[src/rtl/csr_pkg.sv]
// Shared definitions for the machine-mode CSR file: addresses, access encodings,
// FSM states and trap constants.
package csr_pkg;

  localparam logic [11:0] CSR_MSTATUS   = 12'h300;
  localparam logic [11:0] CSR_MISA      = 12'h301;
  localparam logic [11:0] CSR_MTVEC     = 12'h305;
  localparam logic [11:0] CSR_MSCRATCH  = 12'h340;
  localparam logic [11:0] CSR_MEPC      = 12'h341;
  localparam logic [11:0] CSR_MCAUSE    = 12'h342;
  localparam logic [11:0] CSR_MTVAL     = 12'h343;
  localparam logic [11:0] CSR_MCYCLE    = 12'hB00;
  localparam logic [11:0] CSR_MCYCLEH   = 12'hB80;
  localparam logic [11:0] CSR_MINSTRET  = 12'hB02;
  localparam logic [11:0] CSR_MINSTRETH = 12'hB82;
  localparam logic [11:0] CSR_CYCLE     = 12'hC00;
  localparam logic [11:0] CSR_CYCLEH    = 12'hC80;
  localparam logic [11:0] CSR_INSTRET   = 12'hC02;
  localparam logic [11:0] CSR_INSTRETH  = 12'hC82;

  typedef enum logic [2:0] {
    CSR_RW  = 3'b001,
    CSR_RS  = 3'b010,
    CSR_RC  = 3'b011,
    CSR_RWI = 3'b101,
    CSR_RSI = 3'b110,
    CSR_RCI = 3'b111
  } csr_op_t;

  typedef enum logic {
    RUN      = 1'b0,
    REDIRECT = 1'b1
  } csr_state_t;

  localparam logic [31:0] ILLEGAL_INS = 32'd2;

  localparam int unsigned MIE  = 3;
  localparam int unsigned MPIE = 7;

  function automatic logic csr_implemented(input logic [11:0] addr);
    case (addr)
      CSR_MSTATUS, CSR_MISA, CSR_MTVEC, CSR_MSCRATCH, CSR_MEPC, CSR_MCAUSE,
      CSR_MTVAL, CSR_MCYCLE, CSR_MCYCLEH, CSR_MINSTRET, CSR_MINSTRETH,
      CSR_CYCLE, CSR_CYCLEH, CSR_INSTRET, CSR_INSTRETH: return 1'b1;
      default: return 1'b0;
    endcase
  endfunction

endpackage

[src/rtl/csr_counter64.sv]
// 64-bit event counter with independently writable 32-bit halves.
module csr_counter64 (
  input  logic        clk,
  input  logic        rst_n,
  input  logic        inc,
  input  logic        wr_lo,
  input  logic        wr_hi,
  input  logic [31:0] wdata,
  output logic [63:0] q
);

  // A write to either half owns the cycle: the untouched half holds as well.
  always_ff @(posedge clk or negedge rst_n) begin
    if (!rst_n) begin
      q <= '0;
    end else if (wr_lo || wr_hi) begin
      if (wr_lo) q[31:0]  <= wdata;
      if (wr_hi) q[63:32] <= wdata;
    end else if (inc) begin
      q <= q + 64'd1;
    end
  end

endmodule

[src/rtl/csr_file.sv]
// Machine-mode CSR file: Zicsr accesses, 64-bit cycle/instret counters, and
// one-cycle pipeline redirects for illegal-instruction traps and mret.
module csr_file
  import csr_pkg::*;
#(
  parameter int unsigned     XLEN     = 32,
  parameter logic [XLEN-1:0] MISA_VAL = 32'h4000_1100
) (
  input  logic            clk,
  input  logic            rst_n,
  input  logic [11:0]     csr_addr,
  input  logic [2:0]      csrsel,
  input  logic            csrread,
  input  logic            csrwrite,
  input  logic [XLEN-1:0] rs1_data,
  input  logic [4:0]      uimm,
  input  logic            illegal_ins,
  input  logic            mret,
  input  logic            retire,
  input  logic [XLEN-1:0] cur_pc,
  input  logic [XLEN-1:0] ins_word,
  output logic [XLEN-1:0] rdata,
  output logic            csr_illegal,
  output logic            redirect,
  output logic [XLEN-1:0] redirect_pc
);

  csr_state_t state, state_nxt;

  logic            mie, mpie;
  logic [XLEN-1:0] mtvec, mscratch, mepc, mcause, mtval, redirect_pc_q;
  logic [63:0]     mcycle, minstret;

  logic            implemented, run, trap, mret_take, wr_en;
  logic [XLEN-1:0] csr_val, src, wdata;
  csr_op_t         op;

  assign implemented = csr_implemented(csr_addr);
  assign csr_illegal = (csrread | csrwrite) &
                       (~implemented | (csrwrite & (csr_addr[11:10] == 2'b11)));

  // Priority trap > mret > write; everything but the cycle counter is frozen in REDIRECT.
  assign run       = (state == RUN);
  assign trap      = run & (illegal_ins | csr_illegal);
  assign mret_take = run & mret & ~trap;
  assign wr_en     = run & csrwrite & ~trap & ~mret_take;

  always_comb begin
    csr_val = '0;
    case (csr_addr)
      CSR_MSTATUS: begin
        csr_val[12:11] = 2'b11;
        csr_val[MIE]   = mie;
        csr_val[MPIE]  = mpie;
      end
      CSR_MISA:                    csr_val = MISA_VAL;
      CSR_MTVEC:                   csr_val = mtvec;
      CSR_MSCRATCH:                csr_val = mscratch;
      CSR_MEPC:                    csr_val = mepc;
      CSR_MCAUSE:                  csr_val = mcause;
      CSR_MTVAL:                   csr_val = mtval;
      CSR_MCYCLE, CSR_CYCLE:       csr_val = mcycle[31:0];
      CSR_MCYCLEH, CSR_CYCLEH:     csr_val = mcycle[63:32];
      CSR_MINSTRET, CSR_INSTRET:   csr_val = minstret[31:0];
      CSR_MINSTRETH, CSR_INSTRETH: csr_val = minstret[63:32];
      default:                     csr_val = '0;
    endcase
  end

  assign rdata = (csrread & implemented) ? csr_val : '0;

  always_comb begin
    src   = csrsel[2] ? {{(XLEN-5){1'b0}}, uimm} : rs1_data;
    op    = csr_op_t'(csrsel);
    wdata = csr_val;
    case (op)
      CSR_RW, CSR_RWI: wdata = src;
      CSR_RS, CSR_RSI: wdata = csr_val | src;
      CSR_RC, CSR_RCI: wdata = csr_val & ~src;
      default:         wdata = csr_val;
    endcase
  end

  csr_counter64 u_mcycle (
    .clk   (clk),
    .rst_n (rst_n),
    .inc   (1'b1),
    .wr_lo (wr_en & (csr_addr == CSR_MCYCLE)),
    .wr_hi (wr_en & (csr_addr == CSR_MCYCLEH)),
    .wdata (wdata),
    .q     (mcycle)
  );

  csr_counter64 u_minstret (
    .clk   (clk),
    .rst_n (rst_n),
    .inc   (run & retire),
    .wr_lo (wr_en & (csr_addr == CSR_MINSTRET)),
    .wr_hi (wr_en & (csr_addr == CSR_MINSTRETH)),
    .wdata (wdata),
    .q     (minstret)
  );

  always_ff @(posedge clk or negedge rst_n) begin
    if (!rst_n) state <= RUN;
    else        state <= state_nxt;
  end

  always_comb begin
    state_nxt = state;
    case (state)
      RUN:      if (trap || mret_take) state_nxt = REDIRECT;
      REDIRECT: state_nxt = RUN;
      default:  state_nxt = RUN;
    endcase
  end

  always_comb begin
    redirect = 1'b0;
    if (state == REDIRECT) redirect = 1'b1;
  end

  assign redirect_pc = redirect_pc_q;

  always_ff @(posedge clk or negedge rst_n) begin
    if (!rst_n) begin
      mie           <= 1'b0;
      mpie          <= 1'b0;
      mtvec         <= '0;
      mscratch      <= '0;
      mepc          <= '0;
      mcause        <= '0;
      mtval         <= '0;
      redirect_pc_q <= '0;
    end else if (trap) begin
      mepc          <= {cur_pc[XLEN-1:2], 2'b00};
      mcause        <= ILLEGAL_INS;
      mtval         <= ins_word;
      mpie          <= mie;
      mie           <= 1'b0;
      redirect_pc_q <= {mtvec[XLEN-1:2], 2'b00};
    end else if (mret_take) begin
      mie           <= mpie;
      mpie          <= 1'b1;
      redirect_pc_q <= mepc;
    end else if (wr_en) begin
      case (csr_addr)
        CSR_MSTATUS: begin
          mie  <= wdata[MIE];
          mpie <= wdata[MPIE];
        end
        CSR_MTVEC:    mtvec    <= {wdata[XLEN-1:2], 2'b00};
        CSR_MSCRATCH: mscratch <= wdata;
        CSR_MEPC:     mepc     <= {wdata[XLEN-1:2], 2'b00};
        CSR_MCAUSE:   mcause   <= wdata;
        CSR_MTVAL:    mtval    <= wdata;
        default: ;
      endcase
    end
  end

endmodule

[config.mk]
export PLATFORM = sky130hd
export DESIGN_NAME = csr_file
export DESIGN_NICKNAME = d
export VERILOG_FILES = /design/src/rtl/csr_pkg.sv /design/src/rtl/csr_counter64.sv /design/src/rtl/csr_file.sv
export SDC_FILE = /design/constraint.sdc
export NUM_CORES = 1
export LEC_CHECK = 0
export BUFFER_PORTS_ARGS = -buffer_cell sky130_fd_sc_hd__buf_2
export CAP_MARGIN = 10
export CORE_AREA = 2 2 284 286
export DETAILED_ROUTE_END_ITERATION = 7
export DIE_AREA = 0 0 286 288
export GPL_ROUTABILITY_DRIVEN = 0
export PLACE_DENSITY_LB_ADDON = 0.08
export REMOVE_ABC_BUFFERS = 1
export SKIP_LAST_GASP = 1
export SYNTH_ARGS = -nofsm -noshare
export SYNTH_HDL_FRONTEND = slang
export SYNTH_SLANG_ARGS = --single-unit
export TNS_END_PERCENT = 50
[constraint.sdc]
create_clock -name clk -period 6.9 [get_ports clk]
set_clock_uncertainty 0.15 [all_clocks]
set_input_delay 0 -clock clk [delete_from_list [all_inputs] [get_ports clk]]
set_output_delay 0 -clock clk [all_outputs]
set_load 0.02 [all_outputs]
==> impl_metrics.env <==
export IMPL_worst_hold_path_endpoint="mtval[12]"
export IMPL_fin_nets=2729
export IMPL_dr_total_vias=21474
export IMPL_first_global_vias=20470
export IMPL_dp_final_hpwl_um=77800
export IMPL_list_of_cells_traversed_by_the_critical_path="buf_2, nor4bb_4, buf_4, nand2_1, o21ai_1, a32oi_1, nand2_2, buf_4, nand3_2, o211ai_1, dlygate4sd3_1"
export IMPL_hold_path_cell_count=4
export IMPL_die_span_in_y_um=288
export IMPL_wire_per_inst_um=29.5
export IMPL_synth_async_reset_ratio=1.00
export IMPL_critPathRequiredTime_ps=7270
export IMPL_synth_area_sq_mm=0.0205
export IMPL_fp_dieArea_sq_mm=0.0824
export IMPL_worst_pin_slew_ps=1290
export IMPL_r2r_end="u_minstret.q[3]"
export IMPL_crit_path_end_kind="register"
export IMPL_grt_total_usage=0.258
export IMPL_ioPinCount=189
export IMPL_synth_enable_flop_cells=0
export IMPL_clock_latency_ps=590
export IMPL_resized_cells_post_cts=0
export IMPL_setup_tns_ps=0
export IMPL_max_freq_ghz=0.236
export IMPL_reg2reg_depth=9
export IMPL_rsz0062_at_grt="false"
export IMPL_r2r_start="state"
export IMPL_timing_worst_setup_path_type="input port to register"
export IMPL_rows=104
export IMPL_cts_h_tree_depth=2
export IMPL_cts_reportedPaths_clkPinSlew_ps=60
export IMPL_worst_hold_path_type="input port to register"
export IMPL_initial_antenna_violation_count=4
export IMPL_avgViaCountPerCell=5.81
export IMPL_crit_top_cell="buf_4"
export IMPL_yosysMostFrequentCell="nand2_1"
export IMPL_ys_seq_elements=317
export IMPL_min_from="ins_word[12]"
export IMPL_yosysTopAreaCellShare=0.387
export IMPL_worst_ir_drop_vdd_mv=0.135
export IMPL_synth_area_top_cells="dfrtp_1, nand2_1, a21oi_1"
export IMPL_slowest_cell_on_the_critical_path="nor4bb_4"
export IMPL_multiInputGateArea_sq_mm=0.0116
export IMPL_critical_path_startpoint_type="input port"
export IMPL_finish_stage_setup_viols=0
export IMPL_tritoncts="done"
export IMPL_power_per_cell_area_mw_per_mm2=218
export IMPL_run_status="complete, no violations"
export IMPL_final_seq_area_sq_mm=0.00793
export IMPL_clock_sink_count=317
export IMPL_area_growth_pct=20.3
export IMPL_timing_critical_path_arrival_ps=4610
export IMPL_timing_reg2reg_setup_slack_ps=2680
export IMPL_synth_top_flop_cell="dfrtp_1"
export IMPL_drt_total_wl_um=109000
export IMPL_synth_yosys_seq_area_share=0.387
export IMPL_cts_made_buffers=42
export IMPL_die_width_um=286
export IMPL_post_synth_cell_area_avg_sq_um=8.52
export IMPL_cp_slowest_stage_delay_ps=650
export IMPL_max_cap_violations=0
export IMPL_min_period_over_period=0.614
export IMPL_clockBufferDepth=3
export IMPL_drt_pre_antenna_iters=8
export IMPL_initial_utilization=0.258
export IMPL_max_slew_headroom_at_the_worst_pin=0.140
export IMPL_hold_viol_final=0
export IMPL_layout_drive_gt1_share=0.164
export IMPL_detail_route_drc_violations=0
export IMPL_clk_root_buffer_cell="clkbuf_16"
export IMPL_synth_cells=2410
export IMPL_cts_hold_buffers_added=95
export IMPL_globalRoute_totalOverflow=0
export IMPL_post_layout_total_power_mw=5.40
export IMPL_synth_commonest_cells="nand2_1, dfrtp_1, nor2_1"
export IMPL_grt_pass1_wl_um=155000
export IMPL_filler_cells=8481
export IMPL_static_leakage_power_nw=9.97
export IMPL_io_buffer_count=184
export IMPL_fp_coreArea_sq_mm=0.0796
export IMPL_finalCriticalPeriod_ps=4240
export IMPL_maxSlewViolCount=0
export IMPL_synth_top_cell_by_area="dfrtp_1"
export IMPL_antenna_violating_nets_post_route=0
export IMPL_synth_distinct_cells=119
export IMPL_post_cts_repair_timing_setup_buffer_count=0
export IMPL_critical_path_max_fanout=31
export IMPL_drt_first_iter_violations=2053
export IMPL_yosys_warnings=0
export IMPL_largest_net_degree_at_the_start_of_global_routing=134
[per-stage QoR]
stage          hold slack [ps]  utilization  setup WS [ps]  area [sq um]  std cells
6_report                  35.8        0.310           2660         24700       3699
5_1_grt                   47.1        0.310           2420         24700       3696
4_1_cts                   12.1        0.310           2730         24700       3696
3_5_place_dp             -49.8        0.281           2640         22400       3525
3_3_place_gp             -52.2        0.281           2740         22400       3525
2_1_floorplan             -446            -           2060         19500       2213
[worst max-delay path by stage]
stage | start | slack (ps) | cells after the start | end
6_report | csr_addr[8] | 2660 | 11 | mtval[30]
5_1_grt | state | 2420 | 9 | u_minstret.q[14]
4_1_cts | state | 2730 | 9 | u_minstret.q[3]
3_5_place_dp | csr_addr[8] | 2640 | 10 | mtval[30]
3_3_place_gp | csr_addr[8] | 2740 | 10 | mtval[30]
2_1_floorplan | csr_addr[1] | 2060 | 7 | u_mcycle.q[55]
[layer usage]
layer	wire, um	global-route usage	vias to the layer above
met2	51100	0.426	858
li1	-	-	9519
met4	2720	0.0665	2
met3	6780	0.0365	157
met5	13	0	-
met1	48400	0.354	10938
[layout make-up]
class | count | share of cell area
Antenna cell | 3 | 0.000304
Clock buffer | 62 | 0.0501
Clock inverter | 14 | 0.00360
Inverter | 32 | 0.00486
Multi-Input combinational cell | 1864 | 0.468
Sequential cell | 317 | 0.321
Tap cell | 1060 | 0.0537
Timing Repair Buffer | 347 | 0.0981
[cells in the final DEF, fill, tap and decap left out, types with 59 or more instances in the layout]
| cell type | count |
|---|---|
| nor2_1 | 187 |
| nand2_1 | 324 |
| buf_4 | 67 |
| o21ai_0 | 186 |
| nand3_1 | 86 |
| dfrtp_1 | 317 |
| a22oi_1 | 75 |
| dlygate4sd3_1 | 94 |
| buf_2 | 183 |
| nand4_1 | 59 |
| a21oi_1 | 188 |
[registers in the layout, summed over array words and instances (netlist names)]
name,count
u_mcycle.q,64
u_minstret.q,64
mcause,32
mscratch,32
mtval,32
mepc,30
mtvec,30
redirect_pc,30
mie,1
mpie,1
state,1
[where the power goes]
group          internal, mW  switching, mW
Combinational         0.328          0.618
Sequential             2.03          0.221
Clock                  1.24          0.956
Total                  3.60           1.80
[logic make-up after synthesis]
kind of cell	after synthesis	synth area share
and+or+nand+nor	922	0.229
muxes	52	0.0291
xor gates and xnor gates	23	0.00982
other	1	0.000183
adders and majority gates	2	0.00122
DFF	317	0.387
buffers and inverters	230	0.0558
AOI/OAI and AO/OA	863	0.289
[critical path, delay by kind of cell]
family,cells,cell delay [ps]
compound gates,3,920
buf+inv,4,1670
simple gates,4,1960
No activity file was read; power rests on OpenSTA's default activity.
